===== src/rtl/sum_table_ctrl.sv =====
// Controller for a 2^(2*NW) x (NW+1) synchronous sum RAM: fills addr {a,b} with a+b,
// then serves 4-phase req/ack lookups through registered RAM reads.
module sum_table_ctrl #(
    parameter int unsigned NW = 4
) (
    input  logic              clk,
    input  logic              rst,
    input  logic              start,
    input  logic              req,
    input  logic [NW-1:0]     A,
    input  logic [NW-1:0]     B,
    output logic              busy,
    output logic              ready,
    output logic              ack,
    output logic [NW:0]       sum,
    output logic              err,
    output logic              ram_cs,
    output logic              ram_we,
    output logic [2*NW-1:0]   ram_addr,
    output logic [NW:0]       ram_din,
    input  logic [NW:0]       ram_dout
);

    localparam int unsigned AW = 2 * NW;
    localparam int unsigned DW = NW + 1;

    localparam logic [2:0] S_IDLE  = 3'd0;
    localparam logic [2:0] S_FILL  = 3'd1;
    localparam logic [2:0] S_READY = 3'd2;
    localparam logic [2:0] S_RD    = 3'd3;
    localparam logic [2:0] S_CAP   = 3'd4;

    localparam logic [AW-1:0] CNT_LAST = {AW{1'b1}};

    logic [2:0]    state_q,     state_d;
    logic [AW-1:0] cnt_q,       cnt_d;
    logic          busy_q,      busy_d;
    logic          ready_q,     ready_d;
    logic          ack_q,       ack_d;
    logic [DW-1:0] sum_q,       sum_d;
    logic          err_q,       err_d;
    logic          ram_cs_q,    ram_cs_d;
    logic          ram_we_q,    ram_we_d;
    logic [AW-1:0] ram_addr_q,  ram_addr_d;
    logic [DW-1:0] ram_din_q,   ram_din_d;
    logic          req_armed_q, req_armed_d;
    logic [NW-1:0] a_q,         a_d;
    logic [NW-1:0] b_q,         b_d;

    logic [AW-1:0] cnt_nxt;
    logic [DW-1:0] din_nxt;
    logic [DW-1:0] sum_ref;

    assign cnt_nxt = cnt_q + AW'(1);
    assign din_nxt = DW'(cnt_nxt[AW-1:NW]) + DW'(cnt_nxt[NW-1:0]);
    assign sum_ref = DW'(a_q) + DW'(b_q);

    // Next-state and registered-output logic
    always_comb begin
        state_d     = state_q;
        cnt_d       = cnt_q;
        busy_d      = busy_q;
        ready_d     = ready_q;
        ack_d       = 1'b0;
        sum_d       = sum_q;
        err_d       = err_q;
        ram_cs_d    = ram_cs_q;
        ram_we_d    = ram_we_q;
        ram_addr_d  = ram_addr_q;
        ram_din_d   = ram_din_q;
        req_armed_d = req ? req_armed_q : 1'b1;
        a_d         = a_q;
        b_d         = b_q;

        case (state_q)
            S_IDLE, S_READY: begin
                ram_cs_d = 1'b0;
                ram_we_d = 1'b0;
                if (start) begin
                    // First write (address 0, data 0) is issued on the accepting edge
                    state_d    = S_FILL;
                    cnt_d      = '0;
                    ram_addr_d = '0;
                    ram_din_d  = '0;
                    ram_cs_d   = 1'b1;
                    ram_we_d   = 1'b1;
                    busy_d     = 1'b1;
                    ready_d    = 1'b0;
                    err_d      = 1'b0;
                end else if (state_q == S_READY && req && req_armed_q && !ack_q) begin
                    state_d     = S_RD;
                    a_d         = A;
                    b_d         = B;
                    ram_cs_d    = 1'b1;
                    ram_we_d    = 1'b0;
                    ram_addr_d  = {A, B};
                    req_armed_d = 1'b0;
                end
            end
            S_FILL: begin
                if (cnt_q == CNT_LAST) begin
                    state_d  = S_READY;
                    ram_cs_d = 1'b0;
                    ram_we_d = 1'b0;
                    busy_d   = 1'b0;
                    ready_d  = 1'b1;
                end else begin
                    cnt_d      = cnt_nxt;
                    ram_addr_d = cnt_nxt;
                    ram_din_d  = din_nxt;
                end
            end
            S_RD: begin
                ram_cs_d = 1'b0;
                state_d  = S_CAP;
            end
            S_CAP: begin
                sum_d   = ram_dout;
                ack_d   = 1'b1;
                err_d   = err_q | (ram_dout != sum_ref);
                state_d = S_READY;
            end
            default: begin
                state_d = S_IDLE;
            end
        endcase
    end

    always_ff @(posedge clk or posedge rst) begin
        if (rst) begin
            state_q     <= S_IDLE;
            cnt_q       <= '0;
            busy_q      <= 1'b0;
            ready_q     <= 1'b0;
            ack_q       <= 1'b0;
            sum_q       <= '0;
            err_q       <= 1'b0;
            ram_cs_q    <= 1'b0;
            ram_we_q    <= 1'b0;
            ram_addr_q  <= '0;
            ram_din_q   <= '0;
            req_armed_q <= 1'b1;
            a_q         <= '0;
            b_q         <= '0;
        end else begin
            state_q     <= state_d;
            cnt_q       <= cnt_d;
            busy_q      <= busy_d;
            ready_q     <= ready_d;
            ack_q       <= ack_d;
            sum_q       <= sum_d;
            err_q       <= err_d;
            ram_cs_q    <= ram_cs_d;
            ram_we_q    <= ram_we_d;
            ram_addr_q  <= ram_addr_d;
            ram_din_q   <= ram_din_d;
            req_armed_q <= req_armed_d;
            a_q         <= a_d;
            b_q         <= b_d;
        end
    end

    assign busy     = busy_q;
    assign ready    = ready_q;
    assign ack      = ack_q;
    assign sum      = sum_q;
    assign err      = err_q;
    assign ram_cs   = ram_cs_q;
    assign ram_we   = ram_we_q;
    assign ram_addr = ram_addr_q;
    assign ram_din  = ram_din_q;

endmodule


===== config.mk =====
export PLATFORM = sky130hd
export DESIGN_NAME = sum_table_ctrl
export DESIGN_NICKNAME = d
export VERILOG_FILES = /design/src/rtl/sum_table_ctrl.sv
export SDC_FILE = /design/constraint.sdc
export NUM_CORES = 1
export LEC_CHECK = 0
export ABC_AREA = 1
export BUFFER_PORTS_ARGS = -buffer_cell sky130_fd_sc_hd__buf_2
export CELL_PAD_IN_SITES_DETAIL_PLACEMENT = 0
export CELL_PAD_IN_SITES_GLOBAL_PLACEMENT = 1
export CORE_ASPECT_RATIO = 0.7
export CORE_MARGIN = 2
export CORE_UTILIZATION = 46
export CTS_BUF_LIST = sky130_fd_sc_hd__clkbuf_8
export DETAILED_ROUTE_END_ITERATION = 8
export PLACE_DENSITY_LB_ADDON = 0.3
export SYNTH_ARGS = -nofsm -noshare
export SYNTH_HDL_FRONTEND = slang
export SYNTH_SLANG_ARGS = --single-unit

===== constraint.sdc =====
create_clock -name clk -period 4.1 [get_ports clk]
set_clock_uncertainty 0.1 [all_clocks]
set_input_delay 0 -clock clk [delete_from_list [all_inputs] [get_ports clk]]
set_output_delay 0 -clock clk [all_outputs]
set_load 0.05 [all_outputs]

==> results of run 1 <==
per-layer routing:
metal / up-vias / share of wire, % / global-route usage [%]
met5: - / 0 / 0
met2: 39 / 40 / 29.5
met3: 2 / 3.9 / 4.23
met1: 914 / 55 / 34.5
met4: 0 / 0.46 / 4.55
li1: 1010 / - / -
cell type report:
class	instances	area share (%)
clock buffer	5	2.39
clock inverter	3	1.31
inverter	32	4.26
multi-input combinational	191	35.5
sequential	44	38.3
tap	69	3.00
timing repair buffer	64	15.2
path summary, 6_finish.rpt:
kind | startpoint | endpoint | slack [ps] | cells after the start
setup / recovery | cnt_q[1]$_DFFE_PP0P_ | ram_din[3]$_DFFE_PP0P_ | 1990 | 13
hold / removal | start | state_q[1]$_DFFE_PP0P_ | 40 | 4
setup reg to reg | cnt_q[1]$_DFFE_PP0P_ | ram_din[3]$_DFFE_PP0P_ | 1990 | 13
hold reg to reg | ram_din[4]$_DFFE_PP0P_ | ram_din[4]$_DFFE_PP0P_ | 370 | 2
max in group asynchronous | rst | ram_cs$_DFFE_PP0P_ | 3240 | 4
min in group asynchronous | rst | sum[2]$_DFFE_PP0P_ | 280 | 4
per-stage QoR:
stage | cells | hold slack, ps | instance area [um2] | worst slack [ps]
finish | 408 | 39.3 | 2880 | 1990
global route | 408 | 63.1 | 2880 | 1790
CTS | 408 | 30.1 | 2880 | 1970
detailed placement | 377 | 70.6 | 2540 | 2010
global placement | 377 | 69.9 | 2540 | 2080
floorplan | 271 | 9.62 | 2270 | 2180
flip-flops by register name (all words and copies together) (netlist names), 3 cells and up:
signal	count
ram_addr	8
cnt_q	8
a_q	4
ram_din	5
b_q	4
state_q	3
sum	5
worst max-delay path: stages, from the launching register on:
cell	delay, ps
dfrtp_1	400
ha_1	210
nand2_2	90
nor2_4	150
nand3_4	100
nand2_1	80
inv_1	50
ha_1	350
nand2_1	70
nand3b_1	170
nand2_1	80
nand2_1	40
nand3_1	60
nand2_1	50
kinds of logic after synthesis:
kind of cell / count (synthesis)
fa+ha+maj: 10
flops: 44
buf+inv: 36
xor+xnor: 7
compound gates: 36
simple gates: 138
where the power goes:
part / internal (W) / switching (W) / total (W)
combinational: 0.000330 / 0.000854 / 0.00118
sequential: 0.000604 / 0.000109 / 0.000713
clock: 0.000178 / 0.000148 / 0.000325
synthesized netlist by cell type (all sizes together):
| library cell | instances |
|---|---|
| nand2 | 85 |
| dfrtp | 43 |
| inv | 29 |
| nand3 | 25 |
| nor2 | 22 |
| o21ai | 17 |
| ha | 9 |
| a21oi | 8 |
| a31oi | 8 |
| xor2 | 5 |
| nor3 | 4 |
| clkinv | 3 |
| buf | 2 |
| clkbuf | 2 |
| xnor2 | 2 |
| a32oi | 1 |
| dfstp | 1 |
| fa | 1 |
| nand3b | 1 |
| nand4 | 1 |
| o211ai | 1 |
| o21bai | 1 |
==> qor.txt, run 1 <==
Status -> finished, final reports clean
Die area -> 0.00553 mm2
Max Fclk -> 475 MHz
Num ports -> 41
First-pass GRT wire length -> 9250 um
DP HPWL -> 3830 um
Req. time, crit path -> 4180 ps
Unrepaired setup endpoints after global routing -> no
PostCTS Resize Cnt -> 0
Commonest cells after routing, fill and taps aside -> nand2_1, dfrtp_1, buf_2
Number of fill cells in the layout -> 435
Critical Path Sink Type -> flop
H-tree depth -> 2
Final Critical Period -> 2110 ps
XOR/XNOR Fraction of Synth Area -> 2.70%
Initial antenna violation count -> 0
Sink count of the clock tree -> 44
Crit Path Category -> reg2reg
Congestion Overflow GR -> 0
Clock-pin slew on the worst setup and hold paths -> 80 ps
Initial DRC count -> 88
Netlist cell types -> 32
Largest family of logic cells by synthesized area -> simple AND/OR/NAND/NOR gates
Die H -> 62.8 um
Vias in the first global route -> 1,916
Register area share after synthesis -> 48.5%
Cts hold-fix bufs -> 23
Clock Latency Late Sink -> 290 ps
WP data arrival -> 2190 ps
Register bit total from synthesis -> 44
Startpoint types -> flop
Hold Vio Cnt, Final -> 0
Commonest non-fill, non-tap cell in the layout -> nand2_1
Setup violations, final -> 0
Area Growth Syn to Fin -> 26.4%
Cell taking the most area after synthesis -> dfrtp_1
Overall routed net length -> 5210 um
Setup TNS Final -> 0 ps
Num CTS Buffers -> 5
Antenna violation net count after detailed routing -> 0
Max-Cap Viols -> 0
Clk buf depth -> 2
Ys Warns -> 0
Via/cell ratio -> 4.82
Leakage Power -> 1.48 nW
Crit Path Max Fanout -> 5
Gr usage total -> 21.4%
Pin count of the biggest net entering global routing -> 45
N_diodes -> 0
DIE WIDTH -> 88.1 um
Mapped Cells -> 271
Post-CTS setup buffers -> 0
Area occupied by multi-input gates -> 0.00102 mm2
Slew headroom -> 61.1%
Worst Hold Class -> in2reg
First drt pass iteration count -> 5
Tightest Pin Transition -> 582 ps
Util after Layout -> 60.1%
Power per cell area -> 773 mW/mm2
Top-area cell type share of the netlist area -> 47.3%
DRC -> 0
Slew Viols, Final -> 0
NumNets Final -> 365
Placer Congestion -> 0.860
Tot Pwr -> 0.00222 W
Reg area -> 0.00110 mm2
Layout cells sized above 1 -> 17.1%
Row count -> 21
PortBufs -> 40
Post-Syn Area -> 0.00227 mm2
Syn Area/Cell -> 8.39 um2
Period utilisation layout -> 51.4%
Core area -> 0.00478 mm2
Adder-cell area share of the yosys netlist -> 5.83%
Root buffer cell -> clkbuf_8
Post-Synth Simple-Gate Area -> 26.6%
Post-synthesis compound-gate area fraction -> 9.74%
Synth top area cells -> dfrtp_1, nand2_1, nand3_1, ha_1, inv_1
Post-synthesis mux area share -> 0%
Vias -> 1,965
Syn Nets -> 298
CTS tree -> done
Wire per inst -> 12.8 um
Starting Density -> 47.6%
Worst VDD drop -> 0.483 mV
Power figures use the tool's default switching activity.
==> run 2, diff against run 1 <==
Settings changed: CORE_UTILIZATION 46 to 43.
Clock period 4.1 ns to 2.1 ns, I/O delays scaled along.
==> run 2 against run 1 <==
Effect of this change:
- global-route usage down 2.9 points
- die area up 6.6%
- first-iteration DRC count down 5.7%
- worst hold slack worse by 24 ps
- critical path type unchanged
- critical endpoint is now err$_DFFE_PP0P_
- fmax up 5.1%
- sequential power up 95%
- utilization down 5.0 points
- register-to-register slack worse by 1900 ps
- power up 94%
==> qor.txt, run 2 (synthesis gave the netlist of run 1 again) <==
Die H -> 64.9 um (+3.2%)
Critical Path Sink Type -> flop
Layout cells sized above 1 -> 20.8% (+3.7 points)
Slew Viols, Final -> 0 (unchanged)
Req. time, crit path -> 2200 ps (-1980 ps)
Worst r2r dst -> err$_DFFE_PP0P_
Hold Vio Cnt, Final -> 0 (unchanged)
Part of the power in registers -> 32.3% (+0.2 points)
Hold slack -> 15.0 ps (-24.2 ps)
Critical Path Max Stage Delay -> 510 ps (+110 ps)
Wire per inst -> 12.9 um (+1.0%)
First drt pass iteration count -> 4 (-1)
Crit path max-delay family -> adder cells
Beginning of the critical path -> a_q[0]$_DFFE_PP0P_
Crit Path Max Fanout -> 2 (-3)
H-tree depth -> 2 (unchanged)
Pin count of the biggest net entering global routing -> 20 (-56%)
Placer Congestion -> 0.787 (-8.5%)
DIE WIDTH -> 90.9 um (+3.3%)
Commonest cells after routing, fill and taps aside -> nand2_1, dfrtp_1, buf_2
Commonest non-fill, non-tap cell in the layout -> nand2_1
Cell at the slowest stage of the critical path -> fa_1
Congestion Overflow GR -> 0 (unchanged)
Die area -> 0.00590 mm2 (+6.6%)
Core area -> 0.00517 mm2 (+8.2%)
CP Buf/Inv Count -> 1 (unchanged)
Net Sw Power -> 0.00219 W (+98%)
CP Cell Sequence -> ha_1 -> fa_1 -> xnor2_1 -> o211ai_1 -> nor3_1 -> nand4_1 -> nand2_1 -> inv_1
Setup violations, final -> 0 (unchanged)
DRC -> 0 (unchanged)
First-pass GRT wire length -> 8400 um (-9.2%)
Crit path to -> err$_DFFE_PP0P_
Gate power share -> 54.8% (+1.5 points)
Tightest Pin Transition -> 634 ps (+51.2 ps)
Sw Share -> 50.8% (+0.86 points)
Int Pwr -> 0.00212 W (+91%)
CTS tree -> done
Initial antenna violation count -> 0 (unchanged)
WP data arrival -> 2100 ps (-90 ps)
Clock Latency Late Sink -> 300 ps (about the same)
Hold Path Depth -> 4 (unchanged)
Antenna violation net count after detailed routing -> 0 (unchanged)
Number of fill cells in the layout -> 524 (+20%)
R2R depth -> 8 (-5)
Overall routed net length -> 5280 um (+1.3%)
Startpoint types -> flop
Power per cell area -> 1510 mW/mm2 (+96%)
N_diodes -> 0 (unchanged)
Final Critical Period -> 2000 ps (-103 ps)
Clk buf depth -> 2 (unchanged)
Slew headroom -> 57.5% (-3.5 points)
Starting Density -> 44.0% (-3.6 points)
Status -> finished, final reports clean
Leakage Power -> 1.49 nW (+0.36%)
PortBufs -> 40 (unchanged)
Vias in the first global route -> 1,753 (-8.5%)
Initial DRC count -> 83 (-5.7%)
Clock-pin slew on the worst setup and hold paths -> 80 ps (about the same)
Worst Hold Class -> in2reg
Row count -> 22 (+4.8%)
Area Growth Syn to Fin -> 25.3%
Max Fclk -> 499 MHz (+5.1%)
Worst VDD drop -> 0.933 mV (+93%)
NumNets Final -> 363 (-0.55%)
Gr usage total -> 18.5% (-2.9 points)
Sink count of the clock tree -> 44 (unchanged)
Max-Cap Viols -> 0 (unchanged)
Clk pwr share -> 13.0% (-1.6 points)
Num CTS Buffers -> 5 (unchanged)
Setup TNS Final -> 0 ps (unchanged)
Util after Layout -> 55.1% (-5.0 points)
Num ports -> 41 (unchanged)
DP HPWL -> 3870 um (+1.0%)
FF-to-FF setup slack -> 100 ps (-1900 ps)
Root buffer cell -> clkbuf_8
Crit Path Category -> reg2reg
Via/cell ratio -> 4.82 (about the same)
Vias -> 1,970 (+0.25%)
Reg-to-Reg Start -> a_q[0]$_DFFE_PP0P_
Period utilisation layout -> 95.4% (+44 points)
Tot Pwr -> 0.00431 W (+94%)
Critical Path Stages -> 8 (-5)
==> run 2: changes by cell type in the layout (fill, tap and decap cells not counted), moves of 2 or more <==
cell | before | now
clkinv_2 | 0 | 2
buf_4 | 1 | 7
inv_1 | 28 | 26
ha_1 | 9 | 7
dlygate4sd3_1 | 23 | 15
==> run 2: metrics by stage <==
stage / setup WS (ps) / cells / cell area (um2)
2_1_floorplan: 176 / 271 / 2270
3_3_place_gp: 76.8 / 383 / 2560
3_5_place_dp: 24.0 / 383 / 2560
4_1_cts: 12.4 / 406 / 2810
5_1_grt: -21.6 / 409 / 2850
6_report: 97.3 / 409 / 2850
==> run 2: cell type report <==
class	count	area, um2	share of cell area, %
repair buffers	62	403	14.1
clock inverters	2	10.0	0.351
clock buffers	6	82.6	2.90
well taps	72	90.1	3.16
multi-input cells	191	1040	36.4
inverters	32	123	4.30
flip-flops and latches	44	1100	38.7
==> run 2: how the worst min path moves through the flow <==
stage                start                      end  slack (ps)
2_1_floorplan  ram_dout[1]       sum[1]$_DFFE_PP0P_          10
3_3_place_gp           rst       sum[0]$_DFFE_PP0P_         -50
3_5_place_dp           rst  ram_addr[6]$_DFFE_PP0P_         -60
4_1_cts              start   state_q[1]$_DFFE_PP0P_           6
5_1_grt              start   state_q[1]$_DFFE_PP0P_          50
6_report             start   state_q[1]$_DFFE_PP0P_          20
==> run 2: power groups by stage <==
stage | Combinational (W) | Sequential [W] | Clock (W)
final | 0.00236 | 0.00139 | 0.000560
after global placement | 0.00230 | 0.00140 | 0
after global routing | 0.00258 | 0.00143 | 0.000617
after floorplan | 0.00115 | 0.00207 | 0
after CTS | 0.00234 | 0.00139 | 0.000573
after detailed placement | 0.00232 | 0.00140 | 0
==> run 2: repair_timing <==
item / in CTS / in global routing
setup buffers: 0 / 3
gates resized for setup: 0 / 5
endpoints found under the setup margin: 0 / 3
hold buffers: 15 / 0
endpoints found under the hold margin: 40 / 0
==> run 2: metal layers <==
metal | GRT usage, % | vias to the layer above | share of wire (%)
li1 | - | 1010 | -
met1 | 28.6 | 918 | 55
met2 | 25.2 | 34 | 40
met3 | 3.60 | 8 | 3.0
met4 | 7.20 | 0 | 1.5
met5 | 0 | - | 0
==> run 2: worst min-delay path: cells and delay by family <==
kind / cells / cell delay [ps]
AO/OA/AOI/OAI: 1 / 90
buffers and inverters: 2 / 190
AND/OR/NAND/NOR: 1 / 90
